File: config.mk
export PLATFORM = sky130hd
export DESIGN_NAME = mem_access_unit_flat
export DESIGN_NICKNAME = d
export VERILOG_FILES = /design/src/rtl/mem_access_unit_pkg.sv /design/src/rtl/mem_access_unit_if.sv /design/src/rtl/mem_access_unit_load_align.sv /design/src/rtl/mem_access_unit.sv /design/src/flat_wrapper.sv
export SDC_FILE = /design/constraint.sdc
export NUM_CORES = 1
export LEC_CHECK = 0
export CORE_MARGIN = 2
export CORE_UTILIZATION = 47
export CTS_BUF_LIST = sky130_fd_sc_hd__clkbuf_4 sky130_fd_sc_hd__clkbuf_8
export DETAILED_ROUTE_END_ITERATION = 7
export PLACE_DENSITY_LB_ADDON = 0.08
export SLEW_MARGIN = 15
export SYNTH_ARGS = -nofsm -noshare
export SYNTH_HDL_FRONTEND = slang
export SYNTH_SLANG_ARGS = --single-unit
File: constraint.sdc
create_clock -name clock -period 3.5 [get_ports clock]
set_input_delay 0.7 -clock clock [delete_from_list [all_inputs] [get_ports clock]]
set_output_delay 0.7 -clock clock [all_outputs]
set_load 0.02 [all_outputs]
File: src/rtl/mem_access_unit_pkg.sv
// Shared encodings for the memory-stage controller: access sizes, FSM states
// and the big-endian lane helpers used when a request is launched.
package mem_access_unit_pkg;

    localparam logic [1:0] SIZE_BYTE = 2'b00;
    localparam logic [1:0] SIZE_HALF = 2'b01;
    localparam logic [1:0] SIZE_WORD = 2'b10;

    typedef enum logic [1:0] {
        ST_IDLE = 2'd0,
        ST_REQ  = 2'd1,
        ST_DONE = 2'd2
    } state_t;

    // Offset 0 is the MSB lane (bit 3); the reserved size code behaves as a word.
    function automatic logic [3:0] lane_mask(input logic [1:0] size, input logic [1:0] offset);
        logic [3:0] mask;
        case (size)
            SIZE_BYTE: mask = 4'b1000 >> offset;
            SIZE_HALF: mask = offset[1] ? 4'b0011 : 4'b1100;
            default:   mask = 4'b1111;
        endcase
        return mask;
    endfunction

    function automatic logic is_aligned(input logic [1:0] size, input logic [1:0] offset);
        logic ok;
        case (size)
            SIZE_BYTE: ok = 1'b1;
            SIZE_HALF: ok = ~offset[0];
            default:   ok = (offset == 2'b00);
        endcase
        return ok;
    endfunction

    function automatic logic [31:0] replicate_store(input logic [1:0] size, input logic [31:0] data);
        logic [31:0] wdata;
        case (size)
            SIZE_BYTE: wdata = {4{data[7:0]}};
            SIZE_HALF: wdata = {2{data[15:0]}};
            default:   wdata = data;
        endcase
        return wdata;
    endfunction

endpackage

File: src/rtl/mem_access_unit_if.sv
// Data-memory bus between the memory-stage controller (master) and the memory (slave).
interface mem_access_unit_if;
    logic        bus_req;
    logic        bus_we;
    logic [31:0] bus_addr;
    logic [3:0]  bus_byte_en;
    logic [31:0] bus_wdata;
    logic        bus_ack;
    logic [31:0] bus_rdata;

    modport master (
        output bus_req, bus_we, bus_addr, bus_byte_en, bus_wdata,
        input  bus_ack, bus_rdata
    );

    modport slave (
        input  bus_req, bus_we, bus_addr, bus_byte_en, bus_wdata,
        output bus_ack, bus_rdata
    );
endinterface

File: src/rtl/mem_access_unit_load_align.sv
// Big-endian load aligner: selects the addressed byte/halfword of a bus word
// and sign- or zero-extends it to 32 bits.
module load_align
    import mem_access_unit_pkg::*;
(
    input  logic [31:0] i_rdata,
    input  logic [1:0]  i_offset,
    input  logic [1:0]  i_size,
    input  logic        i_unsigned,
    output logic [31:0] o_result
);

    logic [7:0]  w_byte;
    logic [15:0] w_half;

    always_comb begin
        w_byte = i_rdata[31:24];
        case (i_offset)
            2'd1:    w_byte = i_rdata[23:16];
            2'd2:    w_byte = i_rdata[15:8];
            2'd3:    w_byte = i_rdata[7:0];
            default: w_byte = i_rdata[31:24];
        endcase
        w_half = i_offset[1] ? i_rdata[15:0] : i_rdata[31:16];

        case (i_size)
            SIZE_BYTE: o_result = {{24{w_byte[7] & ~i_unsigned}}, w_byte};
            SIZE_HALF: o_result = {{16{w_half[15] & ~i_unsigned}}, w_half};
            default:   o_result = i_rdata;
        endcase
    end

endmodule

File: src/rtl/mem_access_unit.sv
// Memory-stage controller: launches handshaked bus transfers for DLX loads and
// stores, stalls the pipeline while they are in flight, and flags faults.
module mem_access_unit
    import mem_access_unit_pkg::*;
#(
    parameter int TIMEOUT_CYCLES = 16,
    parameter int CNT_W          = 5
) (
    input  logic               clock,
    input  logic               reset,
    input  logic               i_mem_read,
    input  logic               i_mem_write,
    input  logic [1:0]         i_mem_size,
    input  logic               i_mem_unsigned,
    input  logic [31:0]        i_address,
    input  logic [31:0]        i_store_data,
    output logic [31:0]        o_data_from_mem,
    output logic               o_mem_stall,
    output logic               o_mem_fault,
    mem_access_unit_if.master  bus
);

    state_t             r_state;
    state_t             w_next_state;
    logic [CNT_W-1:0]   r_cnt;
    logic               r_bus_req;
    logic               r_bus_we;
    logic [31:0]        r_bus_addr;
    logic [3:0]         r_bus_be;
    logic [31:0]        r_bus_wdata;
    logic               r_fault;
    logic [31:0]        r_data;
    logic               r_is_read;
    logic [1:0]         r_size;
    logic [1:0]         r_offset;
    logic               r_unsigned;

    logic               w_access;
    logic               w_ok;
    logic               w_timeout;
    logic [31:0]        w_load_data;

    assign w_access  = i_mem_read | i_mem_write;
    assign w_ok      = w_access & is_aligned(i_mem_size, i_address[1:0]);
    assign w_timeout = (r_cnt == CNT_W'(TIMEOUT_CYCLES - 1));

    load_align u_load_align (
        .i_rdata    (bus.bus_rdata),
        .i_offset   (r_offset),
        .i_size     (r_size),
        .i_unsigned (r_unsigned),
        .o_result   (w_load_data)
    );

    always_comb begin
        w_next_state = r_state;
        o_mem_stall  = 1'b0;
        case (r_state)
            ST_IDLE: begin
                o_mem_stall = w_ok;
                if (w_ok) w_next_state = ST_REQ;
            end
            ST_REQ: begin
                o_mem_stall = 1'b1;
                if (bus.bus_ack || w_timeout) w_next_state = ST_DONE;
            end
            ST_DONE: w_next_state = ST_IDLE;
            default: w_next_state = ST_IDLE;
        endcase
    end

    always_ff @(posedge clock) begin
        if (reset) r_state <= ST_IDLE;
        else       r_state <= w_next_state;
    end

    // Bus fields are captured once at launch and held untouched through REQ.
    always_ff @(posedge clock) begin
        if (reset) begin
            r_cnt       <= '0;
            r_bus_req   <= 1'b0;
            r_bus_we    <= 1'b0;
            r_bus_addr  <= '0;
            r_bus_be    <= '0;
            r_bus_wdata <= '0;
            r_fault     <= 1'b0;
            r_data      <= '0;
            r_is_read   <= 1'b0;
            r_size      <= '0;
            r_offset    <= '0;
            r_unsigned  <= 1'b0;
        end else begin
            r_fault <= 1'b0;
            case (r_state)
                ST_IDLE: begin
                    if (w_ok) begin
                        r_bus_req   <= 1'b1;
                        r_bus_we    <= i_mem_write & ~i_mem_read;
                        r_bus_addr  <= {i_address[31:2], 2'b00};
                        r_bus_be    <= lane_mask(i_mem_size, i_address[1:0]);
                        r_bus_wdata <= replicate_store(i_mem_size, i_store_data);
                        r_is_read   <= i_mem_read;
                        r_size      <= i_mem_size;
                        r_offset    <= i_address[1:0];
                        r_unsigned  <= i_mem_unsigned;
                        r_cnt       <= '0;
                    end else if (w_access) begin
                        r_fault <= 1'b1;
                    end
                end
                ST_REQ: begin
                    if (bus.bus_ack) begin
                        r_bus_req <= 1'b0;
                        if (r_is_read) r_data <= w_load_data;
                    end else if (w_timeout) begin
                        r_bus_req <= 1'b0;
                        r_data    <= '0;
                        r_fault   <= 1'b1;
                    end else begin
                        r_cnt <= r_cnt + CNT_W'(1);
                    end
                end
                default: ;
            endcase
        end
    end

    assign bus.bus_req     = r_bus_req;
    assign bus.bus_we      = r_bus_we;
    assign bus.bus_addr    = r_bus_addr;
    assign bus.bus_byte_en = r_bus_be;
    assign bus.bus_wdata   = r_bus_wdata;
    assign o_data_from_mem = r_data;
    assign o_mem_fault     = r_fault;

endmodule
File: src/flat_wrapper.sv
// flat-port wrapper written by rule: the top's interface ports become plain ports
module mem_access_unit_flat import mem_access_unit_pkg::*;
#(
    parameter int TIMEOUT_CYCLES = 16,
    parameter int CNT_W          = 5
)
  (clock, reset, i_mem_read, i_mem_write, i_mem_size, i_mem_unsigned, i_address, i_store_data, o_data_from_mem, o_mem_stall, o_mem_fault, bus_bus_req, bus_bus_we, bus_bus_addr, bus_bus_byte_en, bus_bus_wdata, bus_bus_ack, bus_bus_rdata);
  mem_access_unit_if bus_i ();
  input  logic clock;
  input  logic reset;
  input  logic i_mem_read;
  input  logic i_mem_write;
  input  logic [1:0] i_mem_size;
  input  logic i_mem_unsigned;
  input  logic [31:0] i_address;
  input  logic [31:0] i_store_data;
  output logic [31:0] o_data_from_mem;
  output logic o_mem_stall;
  output logic o_mem_fault;
  output wire logic [$bits(bus_i.bus_req)-1:0] bus_bus_req;
  output wire logic [$bits(bus_i.bus_we)-1:0] bus_bus_we;
  output wire logic [$bits(bus_i.bus_addr)-1:0] bus_bus_addr;
  output wire logic [$bits(bus_i.bus_byte_en)-1:0] bus_bus_byte_en;
  output wire logic [$bits(bus_i.bus_wdata)-1:0] bus_bus_wdata;
  input wire logic [$bits(bus_i.bus_ack)-1:0] bus_bus_ack;
  input wire logic [$bits(bus_i.bus_rdata)-1:0] bus_bus_rdata;
  assign bus_bus_req = bus_i.bus_req;
  assign bus_bus_we = bus_i.bus_we;
  assign bus_bus_addr = bus_i.bus_addr;
  assign bus_bus_byte_en = bus_i.bus_byte_en;
  assign bus_bus_wdata = bus_i.bus_wdata;
  assign bus_i.bus_ack = bus_bus_ack;
  assign bus_i.bus_rdata = bus_bus_rdata;
  mem_access_unit #(.TIMEOUT_CYCLES(TIMEOUT_CYCLES), .CNT_W(CNT_W)) u_core (.clock(clock), .reset(reset), .i_mem_read(i_mem_read), .i_mem_write(i_mem_write), .i_mem_size(i_mem_size), .i_mem_unsigned(i_mem_unsigned), .i_address(i_address), .i_store_data(i_store_data), .o_data_from_mem(o_data_from_mem), .o_mem_stall(o_mem_stall), .o_mem_fault(o_mem_fault), .bus(bus_i));
endmodule
Word-level counts from Yosys, hierarchy flattened
Cells that the tools add are included.

$add $sub $neg: 1. Equality and inequality tests: 13. Shift-type cells: 1. Mux-type cells: 27. Bitwise logic cells: 8. Reduce and logical (&&, ||, !) cells: 12.

Operators by type and width (number): $pmux 32 s2 (2); $mux 32 (3); $pmux 8 s3 (1); $mux 16 (1); $mux 5 (3); $pmux 5 s2 (1); $eq 2x1->1 const B (4); $logic_not 2->1 (4); $pmux 1 s2 (4); $pmux 4 s2 (1); $mux 1 (7); $ne 2x1->1 const B (3); $reduce_and 3->1 (2); $add 5x1->5 const B (1); $eq 5x4->1 const B (1); $and 1x1->1 (4); $eq 2x2->1 const B (2); $mux 2 (2); $mux 4 (1); $ne 2x2->1 const B (2); $pmux 2 s2 (1); $reduce_and 2->1 (2); $reduce_and 4->1 (1); $reduce_bool 2->1 (2); other kinds (5) (7).

Bits in registers: 114.

Logic depth before layout (Yosys ltp)
Depth in word-level cells: 6. Mapped depth: 8. Depth with buffers taken out: 7.

Modules after synthesis
From an unflattened synthesis, not the netlist that was laid out.

Cells, all modules: 695. Area, all modules: 6019.5 µm².

By module, submodules not included: mem_access_unit (instances 1, cells an instance 588, area each 5232.5 µm², seq. area each 2282.2 µm²); load_align (instances 1, cells an instance 107, area each 787.0 µm², seq. area each 0.0 µm²).

Worst setup path after synthesis
Ideal clock, no wire load.

Kind: input to output. Start: in i_mem_size[1]. End: out o_mem_stall. Arrival time: 1.822 ns. Required time: 2.800 ns. Setup slack: 0.978 ns. Stages on the path: 4. Cells stage by stage: buf_2 buf_1 a21o_1 o21ai_0.

Cells in the longest elaborated chain, start to end: 4.

Ends and longest elaborated chain: from (decl) (RTL line flat_wrapper.sv:13) `input logic [1:0] i_mem_size;`; $eq 2x1->1 / $logic_not 2->1 (equally long branches) (RTL line mem_access_unit_pkg.sv:28) `case (size)`; $pmux 1 s2 (*) (RTL line mem_access_unit_pkg.sv:28); $and 1x1->1 (*) (RTL line mem_access_unit.sv:44) `assign w_ok = w_access & is_aligned(i_mem_size, i_address[1:0]);`; $pmux 1 s2 (*) (RTL line mem_access_unit.sv:58) `case (r_state)`; to (decl) (RTL line flat_wrapper.sv:18) `output logic o_mem_stall;`.

Mark *: on every way between the ends. The rest lies on a longest branch, timed or not.

Worst setup path after layout
Start: in i_mem_size[0]. End: out o_mem_stall.

The elaborated chain is that of the path after synthesis.

==> results.json <==
{
  "status": "complete, no violations",
  "min_period_over_period_pct": 89.37,
  "critPathMostFrequentCell": "clkdlybuf4s50_1",
  "slew_headroom_pct": 45.49,
  "hold_viol": 0,
  "viasPerCell": 5.434,
  "final_cell_mix": "204 x clkdlybuf4s50_1, 117 x nand2_1, 114 x dfxtp_1",
  "ctsHoldBuffers": 0,
  "required_ns": 2.80,
  "yosysTopAreaCell": "dfxtp_1",
  "drive_above_1_share_pct": 9.367,
  "hp-class": "flip-flop to flip-flop",
  "p_per_area_nw_per_um2": 453.2,
  "ys_types": 51,
  "port-buffer-count": 205,
  "peakVddDrop_uv": 353.4,
  "yosys-top-cells-area": "dfxtp_1 47%, nand2_1 9.0%, a21oi_1 7.5%, mux2i_1 4.5%, a221o_2 3.9%",
  "nets": 851,
  "grt_max_degree": 58,
  "clock_skew_ns": 0.01789,
  "final_cells": 894,
  "cp_cell_sequence": "clkdlybuf4s50_1, o21a_1, a21o_1, o21ai_0, clkdlybuf4s50_1",
  "worst_hold_slack_ns": 0.4535,
  "yosysTopAreaCellShare_pct": 46.67,
  "track_usage_pct": 25.51,
  "fin_setup_tns_ns": 0,
  "finalSetupViolations": 0,
  "placed_cells": 862,
  "critPathSlowestCell": "clkdlybuf4s50_1",
  "synth-warning-count": 0,
  "worstRegToRegCells": 4,
  "cts_sinks": 114,
  "place_congestion": 0.8822,
  "tightest_slew_ns": 0.8142,
  "cts_tree": "built",
  "drv_slew": 0,
  "clk_pin_slew_ns": 0.07,
  "ys.flop_type": "dfxtp_1",
  "avgSynthCellArea_sq_um": 8.701,
  "reg2reg_setup_slack_ns": 1.21,
  "ctsResizeCount": 0,
  "max_stage_delay_ns": 0.66,
  "antenna_found_initial": 0,
  "numCtsBuffers": 17,
  "place_hpwl_mm": 10.24,
  "die_w_microns": 106,
  "core-area_sq_um": 10230,
  "htreeDepth": 4,
  "ys_ff_latch": 114,
  "remaining_drc_errors": 0,
  "die_area_sq_um": 11240,
  "grt_pass1_vias": 4615,
  "rsz0062_at_grt": "false",
  "ys_seq_area_share_pct": 46.67,
  "cp-start-kind": "input port",
  "worstPathArrival_ns": 2.43,
  "antenna_left": 0,
  "cts-root-buf": "clkbuf_8",
  "maxCapViolations": 0,
  "wl_mm": 14.35,
  "clk_path_buf_depth": 2,
  "grt_pass1_wl_mm": 22.77,
  "drt_first_iter_violations": 276,
  "diodes": 0,
  "syn-cell-area_sq_um": 4890,
  "fp.dieH_microns": 106,
  "min_period_ns": 3.128,
  "final_common_cell": "clkdlybuf4s50_1",
  "syn-instance-count": 562,
  "syn_to_final_growth_pct": 50.36,
  "critPathCaptureType": "output pin",
  "power.leakage_nw": 2.641,
  "synth-edff-count": 0,
  "critPathKind": "input port to output pin",
  "clock_insertion_delay_worst_skew_ns": 0.43,
  "ios": 208,
  "max_freq_mhz": 319.7,
  "final.fill_count": 822,
  "cts_setup_buffers": 0,
  "async_reset_ff_share_pct": 0,
  "start_util_pct": 47.79,
  "rows": 37,
  "critPathMaxFanout": 3,
  "first_pass_iters": 5,
  "via_count": 4858,
  "overflow": 0,
  "wire_per_inst_microns": 16.05,
  "hold_path_depth": 2
}
-- flip-flops by register name, summed over array words and instances (netlist names) --
name	flops
u_core.r_cnt	5
u_core.o_data_from_mem	32
u_core.o_mem_fault	1
u_core.r_state	2
u_core.bus.bus_byte_en	4
u_core.bus.bus_we	1
u_core.bus.bus_req	1
u_core.r_offset	2
u_core.bus.bus_addr	30
u_core.r_unsigned	1
u_core.r_size	2
u_core.r_is_read	1
u_core.bus.bus_wdata	32
-- final cells by class --
class / count / area, sq um / share of cell area (%)
Tap cell: 136 / 170.2 / 2.314
Sequential cell: 114 / 2282 / 31.04
Inverter: 6 / 22.52 / 0.3063
Multi-Input combinational cell: 393 / 2365 / 32.16
Clock buffer: 21 / 276.5 / 3.761
Timing Repair Buffer: 213 / 2107 / 28.66
Clock inverter: 11 / 128.9 / 1.753
-- cell usage after synthesis, drive strengths merged (2+ instances only) --
cell and instances:
nor3 14, clkbuf 27, or3 2, inv 5
nand3 2, a211o 6, ha 2, nor4b 2
a22o 6, xor2 2, a221o 17, a21oi 73
a311oi 10, o22ai 7, o2bb2ai 3, o21ai 17
nand2b 5, nor2b 9, o211ai 8, nand2 117
or2 3, a32o 7, a211oi 10, nor2 31
mux2i 22, dfxtp 114, mux4 2, buf 23
-- power breakdown --
group	switching, W	total, W	internal [W]
logic	0.000352	0.000673	0.000320
clock network	0.000547	0.00124	0.000690
registers	0.0000513	0.00142	0.00137
total	0.000951	0.00333	0.00238
-- routing by layer --
layer	vias to the layer above	wire length [microns]	track usage, %	part of all wire, %
li1	2373	-	-	-
met3	25	1094	8.093	7.6
met2	195	6890	41.15	48
met4	0	285	8.929	2.0
met1	2265	6080	32.28	42
met5	-	0	0	0
-- worst max-delay path, delay by kind of cell --
kind	cells	cell delay, ns
AOI/OAI and AO/OA	3	0.60
buffers and inverters	2	1.13
-- metrics by stage --
step	power (W)	utilization, %	area, sq um	worst slack, ns
final	0.003332	71.86	7352	0.3722
after global routing	0.003477	71.86	7352	0.3227
after CTS	0.003348	71.86	7352	0.3683
after detailed placement	0.002117	67.90	6947	0.3707
after global placement	0.002101	67.90	6947	0.3869
after floorplan	0.001792	-	4893	0.9776
-- cells by family after synthesis --
| group | count (synthesis) | share of synthesized area (%) |
|---|---|---|
| other cells | 1 | 0.07669 |
| buf+inv | 56 | 5.118 |
| mux | 24 | 5.425 |
| fa+ha+maj | 2 | 0.5117 |
| flops | 114 | 46.67 |
| simple gates | 190 | 17.22 |
| compound gates | 173 | 24.62 |
| xor+xnor | 2 | 0.3583 |
-- final timing paths --
kind	from	endpoint
worst max-delay path	i_mem_size[0]	o_mem_stall
worst min-delay path	u_core.bus.bus_wdata[30]	u_core.bus.bus_wdata[30]
worst max register to register	u_core.r_offset[1]	u_core.o_data_from_mem[12]
worst min register to register	u_core.bus.bus_wdata[30]	u_core.bus.bus_wdata[30]
No activity file was read; power rests on OpenSTA's default activity.
